--- config.mk ---
export PLATFORM = sky130hd
export DESIGN_NAME = imem_loader_flat
export DESIGN_NICKNAME = d
export VERILOG_FILES = /design/src/rtl/imem_loader_pkg.sv /design/src/rtl/imem_loader_if.sv /design/src/rtl/imem_loader.sv /design/src/flat_wrapper.sv
export SDC_FILE = /design/constraint.sdc
export NUM_CORES = 1
export LEC_CHECK = 0
export CAP_MARGIN = 30
export CORE_ASPECT_RATIO = 1.25
export CORE_MARGIN = 2
export CORE_UTILIZATION = 45
export DETAILED_ROUTE_END_ITERATION = 12
export GPL_TIMING_DRIVEN = 0
export PLACE_DENSITY = 0.86
export SLEW_MARGIN = 20
export SYNTH_ARGS = -nofsm -noshare
export SYNTH_HDL_FRONTEND = slang
export SYNTH_SLANG_ARGS = --single-unit
--- constraint.sdc ---
create_clock -name clk -period 2.41 [get_ports clk]
set_clock_uncertainty 0.1 [all_clocks]
set_input_delay 0.3615 -clock clk [delete_from_list [all_inputs] [get_ports clk]]
set_output_delay 0.3615 -clock clk [all_outputs]
set_load 0.05 [all_outputs]
--- src/rtl/imem_loader_pkg.sv ---
// Shared definitions for the instruction-memory loader: core word width,
// loader FSM state encodings and the word-index to byte-address helper.
package imem_loader_pkg;

    localparam int XLEN = 32;

    typedef enum logic [1:0] {
        ST_IDLE   = 2'd0,
        ST_LOAD   = 2'd1,
        ST_FINISH = 2'd2
    } loader_state_e;

    // Word index to word-aligned byte address, offset from the memory base.
    function automatic logic [XLEN-1:0] word_byte_addr(
        input logic [XLEN-1:0] base,
        input logic [XLEN-1:0] idx
    );
        return base + (idx << 2);
    endfunction

endpackage

--- src/rtl/imem_loader_if.sv ---
// Valid/ready program-word stream between the boot/debug source and the loader.
interface imem_loader_if #(
    parameter int DATA_W = 32
);

    logic              s_valid;
    logic [DATA_W-1:0] s_data;
    logic              s_ready;

    modport master (
        output s_valid,
        output s_data,
        input  s_ready
    );

    modport slave (
        input  s_valid,
        input  s_data,
        output s_ready
    );

endinterface

--- src/rtl/imem_loader.sv ---
// Instruction-memory loader: takes program words off a valid/ready stream,
// writes them to consecutive word addresses of instruction memory, and holds
// the core in reset until a complete load has landed.
module imem_loader
    import imem_loader_pkg::*;
#(
    parameter int              DATA_W    = 32,
    parameter int              ADDR_W    = 8,
    parameter logic [XLEN-1:0] BASE_ADDR = 32'h0
) (
    input  logic              clk,
    input  logic              rst_n,
    input  logic              start,
    input  logic [ADDR_W:0]   word_count,
    input  logic              abort,
    imem_loader_if.slave      stream,
    output logic              imem_we,
    output logic [XLEN-1:0]   imem_addr,
    output logic [DATA_W-1:0] imem_wdata,
    output logic              core_rst_n,
    output logic              busy,
    output logic              done,
    output logic              err
);

    localparam int CNT_W = ADDR_W + 1;
    localparam logic [CNT_W-1:0] DEPTH_CNT = {1'b1, {ADDR_W{1'b0}}};

    loader_state_e     state_q, state_d;
    logic [CNT_W-1:0]  count_q, count_d;
    logic [CNT_W-1:0]  idx_q, idx_d;
    logic              we_q, we_d;
    logic [XLEN-1:0]   addr_q, addr_d;
    logic [DATA_W-1:0] wdata_q, wdata_d;
    logic              core_q, core_d;
    logic              busy_q, busy_d;
    logic              done_q, done_d;
    logic              err_q, err_d;

    logic              load_active;
    logic              xfer;
    logic              count_ok;
    logic [CNT_W-1:0]  last_idx;

    assign load_active    = (state_q == ST_LOAD);
    assign stream.s_ready = load_active;
    assign xfer           = stream.s_valid & load_active;
    assign count_ok       = (word_count != '0) && (word_count <= DEPTH_CNT);
    assign last_idx       = count_q - CNT_W'(1);

    // Registers all FSM state and the write/status outputs.
    always_ff @(posedge clk or negedge rst_n) begin
        if (!rst_n) begin
            state_q <= ST_IDLE;
            count_q <= '0;
            idx_q   <= '0;
            we_q    <= 1'b0;
            addr_q  <= BASE_ADDR;
            wdata_q <= '0;
            core_q  <= 1'b0;
            busy_q  <= 1'b0;
            done_q  <= 1'b0;
            err_q   <= 1'b0;
        end else begin
            state_q <= state_d;
            count_q <= count_d;
            idx_q   <= idx_d;
            we_q    <= we_d;
            addr_q  <= addr_d;
            wdata_q <= wdata_d;
            core_q  <= core_d;
            busy_q  <= busy_d;
            done_q  <= done_d;
            err_q   <= err_d;
        end
    end

    // Next-state logic; abort takes priority over a same-cycle transfer.
    always_comb begin
        state_d = state_q;
        count_d = count_q;
        idx_d   = idx_q;
        we_d    = 1'b0;
        addr_d  = addr_q;
        wdata_d = wdata_q;
        core_d  = core_q;
        busy_d  = busy_q;
        done_d  = 1'b0;
        err_d   = err_q;

        case (state_q)
            ST_IDLE: begin
                if (start) begin
                    if (count_ok) begin
                        count_d = word_count;
                        idx_d   = '0;
                        err_d   = 1'b0;
                        core_d  = 1'b0;
                        busy_d  = 1'b1;
                        state_d = ST_LOAD;
                    end else begin
                        err_d = 1'b1;
                    end
                end
            end

            ST_LOAD: begin
                if (abort) begin
                    err_d   = 1'b1;
                    core_d  = 1'b0;
                    busy_d  = 1'b0;
                    state_d = ST_IDLE;
                end else if (xfer) begin
                    we_d    = 1'b1;
                    addr_d  = word_byte_addr(BASE_ADDR, XLEN'(idx_q));
                    wdata_d = stream.s_data;
                    idx_d   = idx_q + CNT_W'(1);
                    if (idx_q == last_idx) begin
                        state_d = ST_FINISH;
                    end
                end
            end

            ST_FINISH: begin
                done_d  = 1'b1;
                busy_d  = 1'b0;
                core_d  = 1'b1;
                state_d = ST_IDLE;
            end

            default: begin
                state_d = ST_IDLE;
            end
        endcase
    end

    assign imem_we    = we_q;
    assign imem_addr  = addr_q;
    assign imem_wdata = wdata_q;
    assign core_rst_n = rst_n & core_q;
    assign busy       = busy_q;
    assign done       = done_q;
    assign err        = err_q;

endmodule

--- src/flat_wrapper.sv ---
// flat-port wrapper written by rule: the top's interface ports become plain ports
module imem_loader_flat import imem_loader_pkg::*;
#(
    parameter int              DATA_W    = 32,
    parameter int              ADDR_W    = 8,
    parameter logic [XLEN-1:0] BASE_ADDR = 32'h0
)
  (clk, rst_n, start, word_count, abort, imem_we, imem_addr, imem_wdata, core_rst_n, busy, done, err, stream_s_valid, stream_s_data, stream_s_ready);
  imem_loader_if #(.DATA_W(DATA_W)) stream_i ();
  input  logic clk;
  input  logic rst_n;
  input  logic start;
  input  logic [ADDR_W:0] word_count;
  input  logic abort;
  output logic imem_we;
  output logic [XLEN-1:0] imem_addr;
  output logic [DATA_W-1:0] imem_wdata;
  output logic core_rst_n;
  output logic busy;
  output logic done;
  output logic err;
  input wire logic [$bits(stream_i.s_valid)-1:0] stream_s_valid;
  input wire logic [$bits(stream_i.s_data)-1:0] stream_s_data;
  output wire logic [$bits(stream_i.s_ready)-1:0] stream_s_ready;
  assign stream_i.s_valid = stream_s_valid;
  assign stream_i.s_data = stream_s_data;
  assign stream_s_ready = stream_i.s_ready;
  imem_loader #(.DATA_W(DATA_W), .ADDR_W(ADDR_W), .BASE_ADDR(BASE_ADDR)) u_core (.clk(clk), .rst_n(rst_n), .start(start), .word_count(word_count), .abort(abort), .stream(stream_i), .imem_we(imem_we), .imem_addr(imem_addr), .imem_wdata(imem_wdata), .core_rst_n(core_rst_n), .busy(busy), .done(done), .err(err));
endmodule
* After elaboration in Yosys (flattened, before gate mapping)
Index checks and enable logic that the tools add are counted.
Word-level totals: register bits after elaboration 66, bits of input ports 46, output and inout bits 70, word-level logic and storage cells 63
Cells by class: add/sub/neg operators 2, order comparisons 1, equal/unequal tests 10, multiplexer cells 26, bitwise operators 3, reduce and logical (&&, ||, !) cells 11
Operators with widths (number):
- $mux 9 | 4
- $pmux 9 s2 | 1
- $mux 1 | 12
- $mux 2 | 5
- $add 9x1->9 const B | 1
- $eq 9x9->1 | 1
- $le 9x9->1 const B | 1
- $reduce_and 3->1 | 3
- $reduce_bool 9->1 | 1
- $sub 9x1->9 const B | 1
- $ne 2x2->1 const B | 4
- $reduce_and 4->1 | 2
- $ne 3x3->1 const B | 2
- $pmux 1 s3 | 2
- $reduce_and 5->1 | 1
- $pmux 2 s2 | 1
- $reduce_bool 3->1 | 1
- $and 1x1->1 | 2
- $eq 2x1->1 const B | 1
- $eq 2x2->1 const B | 1
- $logic_not 2->1 | 1
- $ne 2x1->1 const B | 1
- $pmux 1 s2 | 1
- $reduce_bool 2->1 | 1
- 2 further kinds | 2

* Depth between registers and ports, before layout
depth in word-level cells 6, mapped depth 9, gate-level depth less buffers 9

* Worst setup path after synthesis
OpenSTA, ideal clock, no wires.
path kind register to register, start register u_core.state_q[1], end register u_core.idx_q[3], library setup time 0.128 ns, arrival time 2.228 ns, required time 2.182 ns, setup slack -0.047 ns, cell stages (with the launch flop) 10, path buffers 0, clock period less this slack 2.457 ns, cells stage by stage dfrtp_1 inv_1 ha_1 nor2b_1 nand2_1 clkinv_1 a21oi_1 or2_2 o21ai_0 o31ai_1
On the way: longest elaborated chain between the ends 4, elaborated cells on any way between the ends 10, classes of those cells eq/ne: 5; mux: 1; bitwise: 1; reduce/logical: 3
Ends and longest elaborated chain:
- from (decl) | RTL line imem_loader.sv:29 | loader_state_e state_q, state_d;
- from (signal assigned) | RTL line imem_loader.sv:65 | state_q <= state_d;
- $eq 2x1->1 * | RTL line imem_loader.sv:45 | assign load_active = (state_q == ST_LOAD);
- named net stream_s_ready | RTL line flat_wrapper.sv:24 | output wire logic [$bits(stream_i.s_ready)-1:0] stream_s_ready;
- $and 1x1->1 | RTL line imem_loader.sv:47 | assign xfer = stream.s_valid & load_active;
- $ne 2x2->1 (no source line)
- $reduce_and 5->1 (no source line)
- to (signal assigned) | RTL line imem_loader.sv:67 | idx_q <= idx_d;
- to (decl) | RTL line imem_loader.sv:31 | logic [CNT_W-1:0] idx_q, idx_d;
Mark *: on every way through the listed nets, which the timed path passes. The rest lies on a longest branch. A chain may end at the register's enable or synchronous reset.

* Final worst setup path
start input word_count[5], end register u_core.core_q
On the way: longest elaborated chain between the ends 4, elaborated cells on any way between the ends 5, classes of those cells order compare: 1; eq/ne: 1; reduce/logical: 3
Ends and longest elaborated chain:
- from (decl) | RTL line flat_wrapper.sv:13 | input logic [ADDR_W:0] word_count;
- $le 9x9->1 or $reduce_bool 9->1 (tied branches) | RTL line imem_loader.sv:48 | assign count_ok = (word_count != '0) && (word_count <= DEPTH_CNT);
- $logic_and 1x1->1 * | RTL line imem_loader.sv:48
- $ne 2x1->1 (no source line) *
- $reduce_and 4->1 (no source line) *
- to (signal assigned) | RTL line imem_loader.sv:71 | core_q <= core_d;
- to (decl) | RTL line imem_loader.sv:35 | logic core_q, core_d;
Every way passes the cells marked *; elsewhere a longest branch is shown, timed or not.

==> flow_metrics.env <==
export IMPL_fmax_mhz=420
export IMPL_grt_max_degree=52
export IMPL_ys_types=50
export IMPL_power_density_nw_per_um2=1220
export IMPL_vias=2453
export IMPL_start_util_pct=46.5
export IMPL_leakage_nw=2.06
export IMPL_post_dp_hpwl_mm=5.44
export IMPL_cp_max_fo=9
export IMPL_num_rows=34
export IMPL_fp_dieW_um=79.9
export IMPL_tightest_slew_ps=691
export IMPL_syn_cell_area_um2=3240
export IMPL_gr_usage_all_layers_pct=19.6
export IMPL_viasPerCell=4.98
export IMPL_cts_tree="yes"
export IMPL_hp_class="in -> async"
export IMPL_min_period_over_period_pct=98.9
export IMPL_drc_errors=0
export IMPL_synth_main_ff_cell="dfrtp_1"
export IMPL_slowest_delay_ps=560
export IMPL_design_core_area_um2=6980
export IMPL_synthArstFlopShare_pct=100
export IMPL_outcome="completed"
export IMPL_path_class="in -> reg"
export IMPL_postRouteAntennaNets=0
export IMPL_cts_path_max_buffers=2
export IMPL_synth_most_common_cell="dfrtp_1"
export IMPL_portBuffers=92
export IMPL_syn_area_per_cell_um2=12.0
export IMPL_ys_warn_count=0
export IMPL_fill_cells=542
export IMPL_fp_dieH_um=98.9
export IMPL_synth_area_leaders="dfrtp_1 (51%), mux2_2 (17%), buf_4 (5.3%)"
export IMPL_first_global_vias=2543
export IMPL_power_total_w=0.00570
export IMPL_cts_sinks=66
export IMPL_crit_slowest_cell="or4_4"
export IMPL_routabilityCongestion=0.827
export IMPL_drv_slew=0
export IMPL_htreeDepth=3
export IMPL_dpl_cell_area_um2=4390
export IMPL_cp_required_ps=2530
export IMPL_cts_clk_slew_worst_paths_ps=70
export IMPL_synth_edf_count=0
export IMPL_dr_pass1_iters=4
export IMPL_yosysTopAreaCell="dfrtp_1"
export IMPL_rsz0062_at_grt="true"
export IMPL_syn2layout_area_growth_pct=43.6
export IMPL_yosys_register_bits=66
export IMPL_dieArea_um2=7910
export IMPL_yosys_area_top_type_share_pct=50.9
export IMPL_drt_iter0_markers=137
export IMPL_finalWirelength_mm=7.37
export IMPL_worstPathArrival_ps=2510
export IMPL_diodes=0
export IMPL_final_nets=451
export IMPL_cts_buffers=9
export IMPL_crit_chain="clkdlybuf4s50_1 -> or4_4 -> or3_4 -> a31oi_4 -> or3_4 -> mux2_4"
export IMPL_grt_overflow_total=0
export IMPL_setup_tns_ps=0
export IMPL_final_setup_viol_count=0
export IMPL_peakVddDrop_uv=1090
export IMPL_hold_violations=0
export IMPL_grt_pass1_wl_mm=12.0
export IMPL_yosysSeqAreaShare_pct=50.9
export IMPL_fin_area_um2=4660
export IMPL_clkLatencyLatePin_ps=340
export IMPL_drive_gt1_share_pct=29.0
export IMPL_end_kind="flip-flop"
export IMPL_max_cap_violations=0
export IMPL_crit_top_cell="or3_4"
export IMPL_antenna_found_initial=0
export IMPL_fin_crit_ps=2380
export IMPL_boundaryPins=116
export IMPL_synth_common_cells="dfrtp_1 (66), mux2_2 (49), buf_4 (23)"
export IMPL_startpoint_type="input port"
export IMPL_syn_inst=270
export IMPL_maxSlewHeadroom_pct=53.8
export IMPL_root_buffer="clkbuf_8"
export IMPL_post_drt_wl_per_cell_um=15.0
cells in the final DEF, fill, tap and decap left out, drive strengths merged, types with 5 or more instances in the layout:
cell type | Yosys | routed
clkdlybuf4s50 | 0 | 90
dfrtp | 66 | 66
mux2 | 50 | 50
buf | 28 | 31
conb | 1 | 23
clkbuf | 3 | 14
nand2 | 12 | 13
nor2 | 12 | 12
o21ai | 10 | 10
inv | 8 | 8
xnor2 | 8 | 8
a21oi | 7 | 7
ha | 6 | 6
or3 | 5 | 5
layout make-up:
| class | instances | area (um^2) | share of cell area [%] |
|---|---|---|---|
| inverter | 9 | 37.5 | 0.806 |
| sequential | 66 | 1650 | 35.5 |
| buffer | 31 | 210 | 4.51 |
| timing repair buffer | 95 | 982 | 21.1 |
| tap | 90 | 113 | 2.42 |
| clock buffer | 11 | 151 | 3.25 |
| multi-input combinational | 187 | 1460 | 31.4 |
| clock inverter | 4 | 51.3 | 1.10 |
registers in the layout (all words and copies together), names as in the netlist:
| name | cells |
|---|---|
| u_core.imem_wdata | 32 |
| u_core.busy | 1 |
| u_core.imem_addr | 9 |
| u_core.idx_q | 9 |
| u_core.state_q | 2 |
| u_core.imem_we | 1 |
| u_core.core_q | 1 |
| u_core.done | 1 |
| u_core.count_q | 9 |
| u_core.err | 1 |
cell families after synthesis:
family	Yosys count	share of synthesized area [%]
flip-flops	66	50.9
adder cells (fa/ha/maj)	6	2.31
buffers and inverters	40	7.52
XOR/XNOR	11	2.97
AO/OA/AOI/OAI	30	6.40
AND/OR/NAND/NOR	66	12.3
multiplexers	50	17.5
other	1	0.116
report_power, final:
group | total [W] | switching [W] | internal [W]
clock | 0.000946 | 0.000417 | 0.000528
sequential | 0.00179 | 0.000296 | 0.00149
combinational | 0.00296 | 0.00182 | 0.00114
total | 0.00570 | 0.00253 | 0.00316
through the flow:
| stage | instances | hold WS [ps] | utilization, % | setup WS, ps |
|---|---|---|---|---|
| floorplan | 292 | -34.1 | - | 123 |
| global placement | 474 | 361 | 62.5 | -2140 |
| detailed placement | 475 | 146 | 62.9 | -359 |
| CTS | 492 | 3.05 | 66.3 | 28.7 |
| global route | 493 | 11.5 | 66.8 | -5.97 |
| finish | 493 | 2.46 | 66.8 | 26.7 |
what timing repair did:
action                                  4_1_cts  5_1_grt
endpoints found under the setup margin       10       20
gates resized for setup                       2        5
pin swaps                                     1        0
hold endpoints to repair                     15        0
buffers inserted                              0        0
cloned                                        0        1
hold buffers                                  2        0
worst max-delay path: cells and delay by family:
family,cells,cell delay (ps)
buffers and inverters,1,430
muxes,1,290
AOI/OAI and AO/OA,1,270
and+or+nand+nor,3,1160
layer usage:
| metal | routed length (um) | part of all wire (%) | track usage (%) | up-vias |
|---|---|---|---|---|
| met5 | 0 | 0 | 0 | - |
| met4 | 89 | 1.2 | 5.74 | 0 |
| met3 | 671 | 9.1 | 8.61 | 8 |
| met2 | 3820 | 52 | 33.5 | 105 |
| met1 | 2790 | 38 | 21.8 | 1177 |
| li1 | - | - | - | 1163 |
worst paths after layout:
kind | to | depth (start not counted) | startpoint | slack [ps]
worst max-delay path | u_core.core_q$_DFFE_PN0P_ | 6 | word_count[5] | 30
worst min-delay path | u_core.state_q[1]$_DFFE_PN0P_ | 3 | rst_n | 2
worst max register to register | u_core.idx_q[4]$_DFFE_PN0P_ | 9 | u_core.state_q[1]$_DFFE_PN0P_ | 170
worst min register to register | u_core.imem_addr[4]$_DFFE_PN0P_ | 2 | u_core.imem_addr[4]$_DFFE_PN0P_ | 380
max in group asynchronous | u_core.count_q[1]$_DFFE_PN0P_ | 2 | rst_n | 1220
min in group clk | u_core.imem_addr[4]$_DFFE_PN0P_ | 2 | u_core.imem_addr[4]$_DFFE_PN0P_ | 380
Note: power is estimated with default switching activity, not from simulation.
